==> src/rtl/xc_rf_wb_seq.sv <==
// Writeback sequencer: result handshake, two forwarding stages and a commit
// stage for the register file, plus a pending-destination scoreboard for issue.
module xc_rf_wb_seq (
    input  logic        clock,
    input  logic        resetn,

    input  logic        iss_valid,
    output logic        iss_ready,
    input  logic [4:0]  iss_rd_addr,
    input  logic        iss_rd_wen,
    input  logic        iss_wide,
    input  logic [4:0]  iss_rs1_addr,
    input  logic [4:0]  iss_rs2_addr,
    input  logic [4:0]  iss_rs3_addr,

    input  logic        res_valid,
    output logic        res_ready,
    input  logic [4:0]  res_addr,
    input  logic        res_wide,
    input  logic [31:0] res_wdata,
    input  logic [31:0] res_wdata_hi,

    input  logic        flush,
    input  logic        hold,

    output logic        fwd_0_wen,
    output logic        fwd_0_wide,
    output logic [4:0]  fwd_0_addr,
    output logic [31:0] fwd_0_wdata,
    output logic [31:0] fwd_0_wdata_hi,

    output logic        fwd_1_wen,
    output logic        fwd_1_wide,
    output logic [4:0]  fwd_1_addr,
    output logic [31:0] fwd_1_wdata,
    output logic [31:0] fwd_1_wdata_hi,

    output logic        rd_wen,
    output logic        rd_wide,
    output logic [4:0]  rd_addr,
    output logic [31:0] rd_wdata,
    output logic [31:0] rd_wdata_hi
);

    typedef struct packed {
        logic        wen;
        logic        wide;
        logic [4:0]  addr;
        logic [31:0] wdata;
        logic [31:0] wdata_hi;
    } stage_t;

    stage_t      r_fwd_0;
    stage_t      r_fwd_1;
    stage_t      r_rd;
    stage_t      w_fwd_0_next;

    logic [31:0] r_pending;
    logic [31:0] w_pending_next;
    logic [31:0] w_clr_mask;
    logic [31:0] w_dst_mask;
    logic [31:0] w_set_mask;
    logic [31:0] w_pend_eff;
    logic        w_accept;
    logic        w_src_hazard;
    logic        w_waw_hazard;

    // One-hot mask of a destination; a wide destination covers the even/odd pair.
    // x0 is never tracked.
    function automatic logic [31:0] dest_mask(input logic [4:0] addr, input logic wide);
        logic [31:0] m;
        m = 32'd0;
        if (wide) begin
            m[{addr[4:1], 1'b0}] = 1'b1;
            m[{addr[4:1], 1'b1}] = 1'b1;
        end else begin
            m[addr] = 1'b1;
        end
        m[0] = 1'b0;
        return m;
    endfunction

    // Handshake: valid/ready, a transfer happens on a cycle where both are high.
    // Neither ready depends on its own valid.
    assign res_ready = !hold && !flush;
    assign w_accept  = res_valid && res_ready;

    always_comb begin
        w_clr_mask     = 32'd0;
        w_dst_mask     = 32'd0;
        w_set_mask     = 32'd0;
        w_pend_eff     = 32'd0;
        w_src_hazard   = 1'b0;
        w_waw_hazard   = 1'b0;
        iss_ready      = 1'b0;
        w_pending_next = 32'd0;

        if (w_accept) begin
            w_clr_mask = dest_mask(res_addr, res_wide);
        end
        // A result accepted this cycle is already forwardable, so it no longer blocks issue.
        w_pend_eff = r_pending & ~w_clr_mask;

        if (iss_rd_wen) begin
            w_dst_mask = dest_mask(iss_rd_addr, iss_wide);
        end

        w_src_hazard = w_pend_eff[iss_rs1_addr] | w_pend_eff[iss_rs2_addr]
                     | w_pend_eff[iss_rs3_addr];
        w_waw_hazard = |(w_pend_eff & w_dst_mask);
        iss_ready    = !flush && !w_src_hazard && !w_waw_hazard;

        if (iss_valid && iss_ready) begin
            w_set_mask = w_dst_mask;
        end

        // Set is applied after clear so a same-cycle set of a cleared bit wins.
        if (flush) begin
            w_pending_next = 32'd0;
        end else begin
            w_pending_next = (r_pending & ~w_clr_mask) | w_set_mask;
        end
        w_pending_next[0] = 1'b0;
    end

    // Bubbles only drop wen: the register file compares forwarding addresses
    // without looking at wen, and a stale entry is still the youngest value.
    always_comb begin
        w_fwd_0_next     = r_fwd_0;
        w_fwd_0_next.wen = 1'b0;
        if (w_accept) begin
            w_fwd_0_next.wen      = (res_addr != 5'd0) || res_wide;
            w_fwd_0_next.wide     = res_wide;
            w_fwd_0_next.addr     = res_addr;
            w_fwd_0_next.wdata    = res_wdata;
            w_fwd_0_next.wdata_hi = res_wdata_hi;
        end
    end

    always_ff @(posedge clock or negedge resetn) begin
        if (!resetn) begin
            r_pending <= 32'd0;
            r_fwd_0   <= '0;
            r_fwd_1   <= '0;
            r_rd      <= '0;
        end else begin
            r_pending <= w_pending_next;
            if (!hold) begin
                r_fwd_0 <= w_fwd_0_next;
                r_fwd_1 <= r_fwd_0;
                r_rd    <= r_fwd_1;
            end
        end
    end

    assign fwd_0_wen      = r_fwd_0.wen;
    assign fwd_0_wide     = r_fwd_0.wide;
    assign fwd_0_addr     = r_fwd_0.addr;
    assign fwd_0_wdata    = r_fwd_0.wdata;
    assign fwd_0_wdata_hi = r_fwd_0.wdata_hi;

    assign fwd_1_wen      = r_fwd_1.wen;
    assign fwd_1_wide     = r_fwd_1.wide;
    assign fwd_1_addr     = r_fwd_1.addr;
    assign fwd_1_wdata    = r_fwd_1.wdata;
    assign fwd_1_wdata_hi = r_fwd_1.wdata_hi;

    assign rd_wen         = r_rd.wen;
    assign rd_wide        = r_rd.wide;
    assign rd_addr        = r_rd.addr;
    assign rd_wdata       = r_rd.wdata;
    assign rd_wdata_hi    = r_rd.wdata_hi;

endmodule

==> config.mk <==
export PLATFORM = sky130hd
export DESIGN_NAME = xc_rf_wb_seq
export DESIGN_NICKNAME = d
export VERILOG_FILES = /design/src/rtl/xc_rf_wb_seq.sv
export SDC_FILE = /design/constraint.sdc
export NUM_CORES = 1
export LEC_CHECK = 0
export ABC_AREA = 1
export BUFFER_PORTS_ARGS = -buffer_cell sky130_fd_sc_hd__buf_4
export CAP_MARGIN = 20
export CORE_MARGIN = 1.5
export CORE_UTILIZATION = 42
export DETAILED_ROUTE_END_ITERATION = 16
export GPL_ROUTABILITY_DRIVEN = 1
export HOLD_SLACK_MARGIN = 0.12
export PLACE_DENSITY = 0.78
export SYNTH_ARGS = -nofsm -noshare
export SYNTH_HDL_FRONTEND = slang
export SYNTH_SLANG_ARGS = --single-unit
==> constraint.sdc <==
create_clock -name clock -period 2.6 [get_ports clock]
set_input_delay 0.13 -clock clock [delete_from_list [all_inputs] [get_ports clock]]
set_output_delay 0.13 -clock clock [all_outputs]
set_load 0.01 [all_outputs]
# Yosys cells after proc, flatten, opt, wreduce, memory -nomap -nowiden
# Cells that the tools add are included.
# word_totals
latchBits	0
inputBits	98
output_inout_bits	215
register_bits	244
word_cells	84
n_memories	0
ramBits	0
romBits	0
# classes
magnitude_cmp	15
bitwise_logic	9
muxes	25
reduce_logical	19
add_sub_neg	0
eq_ne	0
div_mod_pow	0
multipliers	0
shift	0
# ops
cell	count
$mux 32	6
$mux 71	1
$and 32x32->32	2
$or 31x32->32	2
$lt 5x6->1 const B	9
$not 32->32	1
$or 32x32->32	1
$reduce_or 32->1	1
$ge 5x1->1 const B	6
$demux 1 s4	4
$bmux 1 s5	3
$logic_and 1x1->1	11
$demux 1 s5	2
$mux 1	9
$reduce_bool 5->1	1
$logic_not 1->1	4
$or 1x1->1	2
$reduce_and 2->1	1
$logic_or 1x1->1	1
$not 1->1	1

# Longest topological paths before layout
# logic_depth
word_depth	20
ltp_mapped	18

# Least setup slack after synthesis
# No wires, ideal clock.
# synth_path
path_kind	input-to-output
start	in hold
end	out iss_ready
setup_slack_ns	0.717
arrival_time_ns	1.753
stages	15
path_buffers	2
required_ns	2.470
cell_sequence	buf_4 nor2_8 nand2_4 inv_6 buf_8 nand3_1 nand2_1 nand2_1 nand3_1 nand2_1 nand2_1 nand2_1 nand3_1 nand2_1 nor4_1
# synth_between
elab_chain_cells	13
# synth_lines
item	line_no	source
from (decl)	24	input logic hold,
$logic_not 1->1 *	n/a	
$logic_and 1x1->1 *	85	assign res_ready = !hold && !flush;
named net res_ready	17	output logic res_ready,
$logic_and 1x1->1 *	86	assign w_accept = res_valid && res_ready;
$mux 32 *	98	if (w_accept) begin
$not 32->32 *	102	w_pend_eff = r_pending & ~w_clr_mask;
$and 32x32->32 *	102	
$bmux 1 s5	108	w_src_hazard = w_pend_eff[iss_rs1_addr] | w_pend_eff[iss_rs2_addr]
$mux 1 (not written as such)	108	
$or 1x1->1	108	
$or 1x1->1	109	| w_pend_eff[iss_rs3_addr];
$logic_not 1->1	111	iss_ready = !flush && !w_src_hazard && !w_waw_hazard;
$logic_and 1x1->1	111	
$logic_and 1x1->1 *	111	
to (decl)	8	output logic iss_ready,
# The timed path passes the listed nets; every way through them passes the cells marked *. The select of a mux whose other input is x is not followed.

# Final worst setup path
# layout_path
start	reg r_pending[17]
end	out iss_ready
# layout_between
elab_chain_cells	8
# layout_lines
item	line_no	source
from (decl)	58	logic [31:0] r_pending;
from (signal assigned)	147	r_pending <= w_pending_next;
$and 32x32->32 *	102	
$bmux 1 s5	108	
$mux 1 (not written as such)	108	
$or 1x1->1	108	
$or 1x1->1	109	
$logic_not 1->1	111	
$logic_and 1x1->1	111	
$logic_and 1x1->1 *	111	
# Mark *: on every way between the ends. The rest lies on a longest branch, timed or not. The select of a mux whose other input is x is not followed.

==> out/qor.yml <==
synth_top_area_share_pct: 54.8
grt_first_pass_wirelength_um: 60100
root_buffer: "clkbuf_16"
critPathTopFamily: "simple AND/OR/NAND/NOR gates"
synth_mux_area_share_pct: 0
dieWidth_um: 166
synth_common_cells: "nand2_1, dfrtp_1, o21ai_0"
h-tree-depth: 1
initial_core_util_pct: 42.7
clockBufferDepth: 3
maxSlewViolCount: 0
synth_compound_area_share_pct: 8.17
critPathMaxStageDelay_ns: 0.38
syn-num-nets: 1500
synth_top_family_by_area: "simple AND/OR/NAND/NOR gates"
synth.most_common_cell: "nand2_1"
start_kind: "register"
synth_edf_count: 0
insertion_delay_ns: 0.54
wl_per_cell_um: 17.8
finalCritPeriodShare_pct: 95.8
path_common_cell: "nand2_1"
worstSetupPathType: "register to output pin"
cp_slowest_cell: "dfrtp_1"
fp.dieH_um: 166
end_kind: "output pin"
grt_usage_pct: 27.1
max_slew_margin_pct: 42.0
r2r_end: "r_pending[30]$_DFF_PN0_"
dpl_cell_area_mm2: 0.0138
vias: 11200
hpwl_um: 26100
yosysWarnings: 0
grt_max_degree: 206
synthCells: 1402
async_reset_ff_share_pct: 100
drc_errors: 0
reg2reg_from: "r_pending[17]$_DFF_PN0_"
routed_wl_um: 37900
portBuffers: 312
ant_nets: 0
synthXorXnorAreaFrac_pct: 0
synthDistinctLibCells: 31
yosys.area.top_type: "dfrtp_1"
cp_data_required_time_ns: 2.47
synth_fa_ha_area_share_pct: 0
ys_ff_latch: 244
die_area_mm2: 0.0275
post-route-cell-area_mm2: 0.0155
path_clk_slew_ns: 0.06
leakage_nw: 7.89
pin_count: 313
fin_worst_skew_ns: 0.0146
syn_area_mm2: 0.0111
antenna_found_initial: 2
worst_pin_slew_ns: 0.870
setup_viol: 0
cts_setup_buffers: 0
dr.pass1.iters: 5
nets: 1875
seq_area_mm2: 0.00611
num-fill-cells: 2224
maxCapViolCount: 0
synth-main-ff-cell: "dfrtp_1"
post-route-util_pct: 59.6
fmax_mhz: 401
path_cells: "nand2_1 -> nor2_1 -> nor2_1 -> nand2_1 -> nand2_1 -> nand2_1 -> nand3_1 -> nand2_1 -> nor4_2 -> buf_4"
r2r_setup_slack_ns: 0.21
rows: 59
yosysSeqAreaShare_pct: 54.8
hold_ws_ns: 0.146
multiInputGateArea_mm2: 0.00425
synthSimpleGateAreaFrac_pct: 30.0
worst_r2r_path_depth: 11
avgSynthCellArea_um2: 7.94
first_iter_violations: 979
coreArea_mm2: 0.0261
synth_area_leaders: "dfrtp_1, nand2_1, o21ai_0, nand3_1, inv_1"
hold_violations: 0
cts_buffers: 26
status: "finished clean"
critPathMaxFanout: 4
fin_crit_ns: 2.49
min_path_type: "input port to asynchronous set/reset pin"
crit_arrival_ns: 2.36
viasPerCell: 5.24
drive_gt1_share_pct: 22.1
gp_congestion: 0.967
cts_tree: "built"
critPathBufInv: 1
cts.sinks: 244
p_per_area_mw_per_mm2: 719
grt_pass1_vias: 10800
syn2layout_area_growth_pct: 39.6
grt_overflow: 0
ir_drop_mv: 0.644
[layout make-up]
type | instances | area share (%)
repair buffers | 416 | 21.8
clock inverters | 12 | 1.21
inverters | 113 | 2.76
flip-flops and latches | 244 | 39.3
diodes | 2 | 0.0322
clock buffers | 36 | 4.81
well taps | 335 | 2.70
multi-input cells | 976 | 27.4
[where the power goes]
part,leakage [nW],switching (mW),internal (mW)
Sequential,3.09,0.394,4.34
Clock,0.460,1.54,2.42
Combinational,4.34,1.34,1.13
[per-layer routing]
metal  global-route usage (%)  wire [µm]  vias to the layer above
li1                         -          -                     5228
met1                     36.2      15800                     5298
met2                     44.5      17900                      567
met3                     4.53       2810                       98
met4                     9.95       1380                        0
met5                        0          0                        -
[cells in the final DEF, fill, tap and decap left out, drive strengths merged]
cell	synthesis	routed
nand2	532	532
buf	21	332
dfrtp	244	244
o21ai	146	146
nand3	114	114
inv	109	109
nor2	108	108
dlygate4sd3	0	84
nand4	38	38
clkbuf	48	36
a21oi	33	33
clkinv	4	11
bufinv	0	4
diode	0	2
a21boi	1	1
nand3b	1	1
nor4	1	1
nor3	1	1
o22ai	1	1
clkinvlp	0	1
[stage by stage]
step / total power, mW / setup WS (ns) / setup TNS [ns] / cells
floorplan: 5.68 / 0.717 / 0 / 1402
global placement: 7.05 / -0.0395 / -0.406 / 2000
detailed placement: 7.11 / -0.0685 / -1.49 / 2000
CTS: 11.2 / 0.111 / 0 / 2132
global route: 11.7 / -0.0118 / -0.0118 / 2134
finish: 11.2 / 0.108 / 0 / 2134
[how the worst max path moves through the flow]
stage,start,endpoint,depth (start not counted)
CTS,iss_rd_addr[3],iss_ready,16
global route,iss_rd_addr[3],iss_ready,16
finish,r_pending[17]$_DFF_PN0_,iss_ready,10
detailed placement,res_addr[3],r_pending[22]$_DFF_PN0_,16
floorplan,hold,iss_ready,15
global placement,res_addr[3],r_pending[5]$_DFF_PN0_,16
[logic make-up (layout without fill, tap and decap cells)]
logic type | Yosys count | in the layout
AO/OA/AOI/OAI | 181 | 181
AND/OR/NAND/NOR | 795 | 795
other | 0 | 2
flip-flops | 244 | 244
buffers and inverters | 182 | 577
[state kept, by name, indices dropped and copies added, names as in the netlist]
signal,flops
r_pending,31
fwd_1_wide,1
fwd_1_wdata,32
fwd_1_addr,5
fwd_1_wen,1
fwd_0_wide,1
fwd_0_wen,1
fwd_1_wdata_hi,32
fwd_0_wdata,32
fwd_0_wdata_hi,32
rd_wdata_hi,32
rd_addr,5
rd_wide,1
fwd_0_addr,5
rd_wdata,32
rd_wen,1
[what timing repair did]
| item | 4_1_cts | 5_1_grt |
|---|---|---|
| endpoints found under the hold margin | 245 | 0 |
| hold buffers | 84 | 0 |
| endpoints found under the setup margin | 0 | 1 |
| resized for setup | 0 | 1 |
No activity file was read; power rests on OpenSTA's default activity.
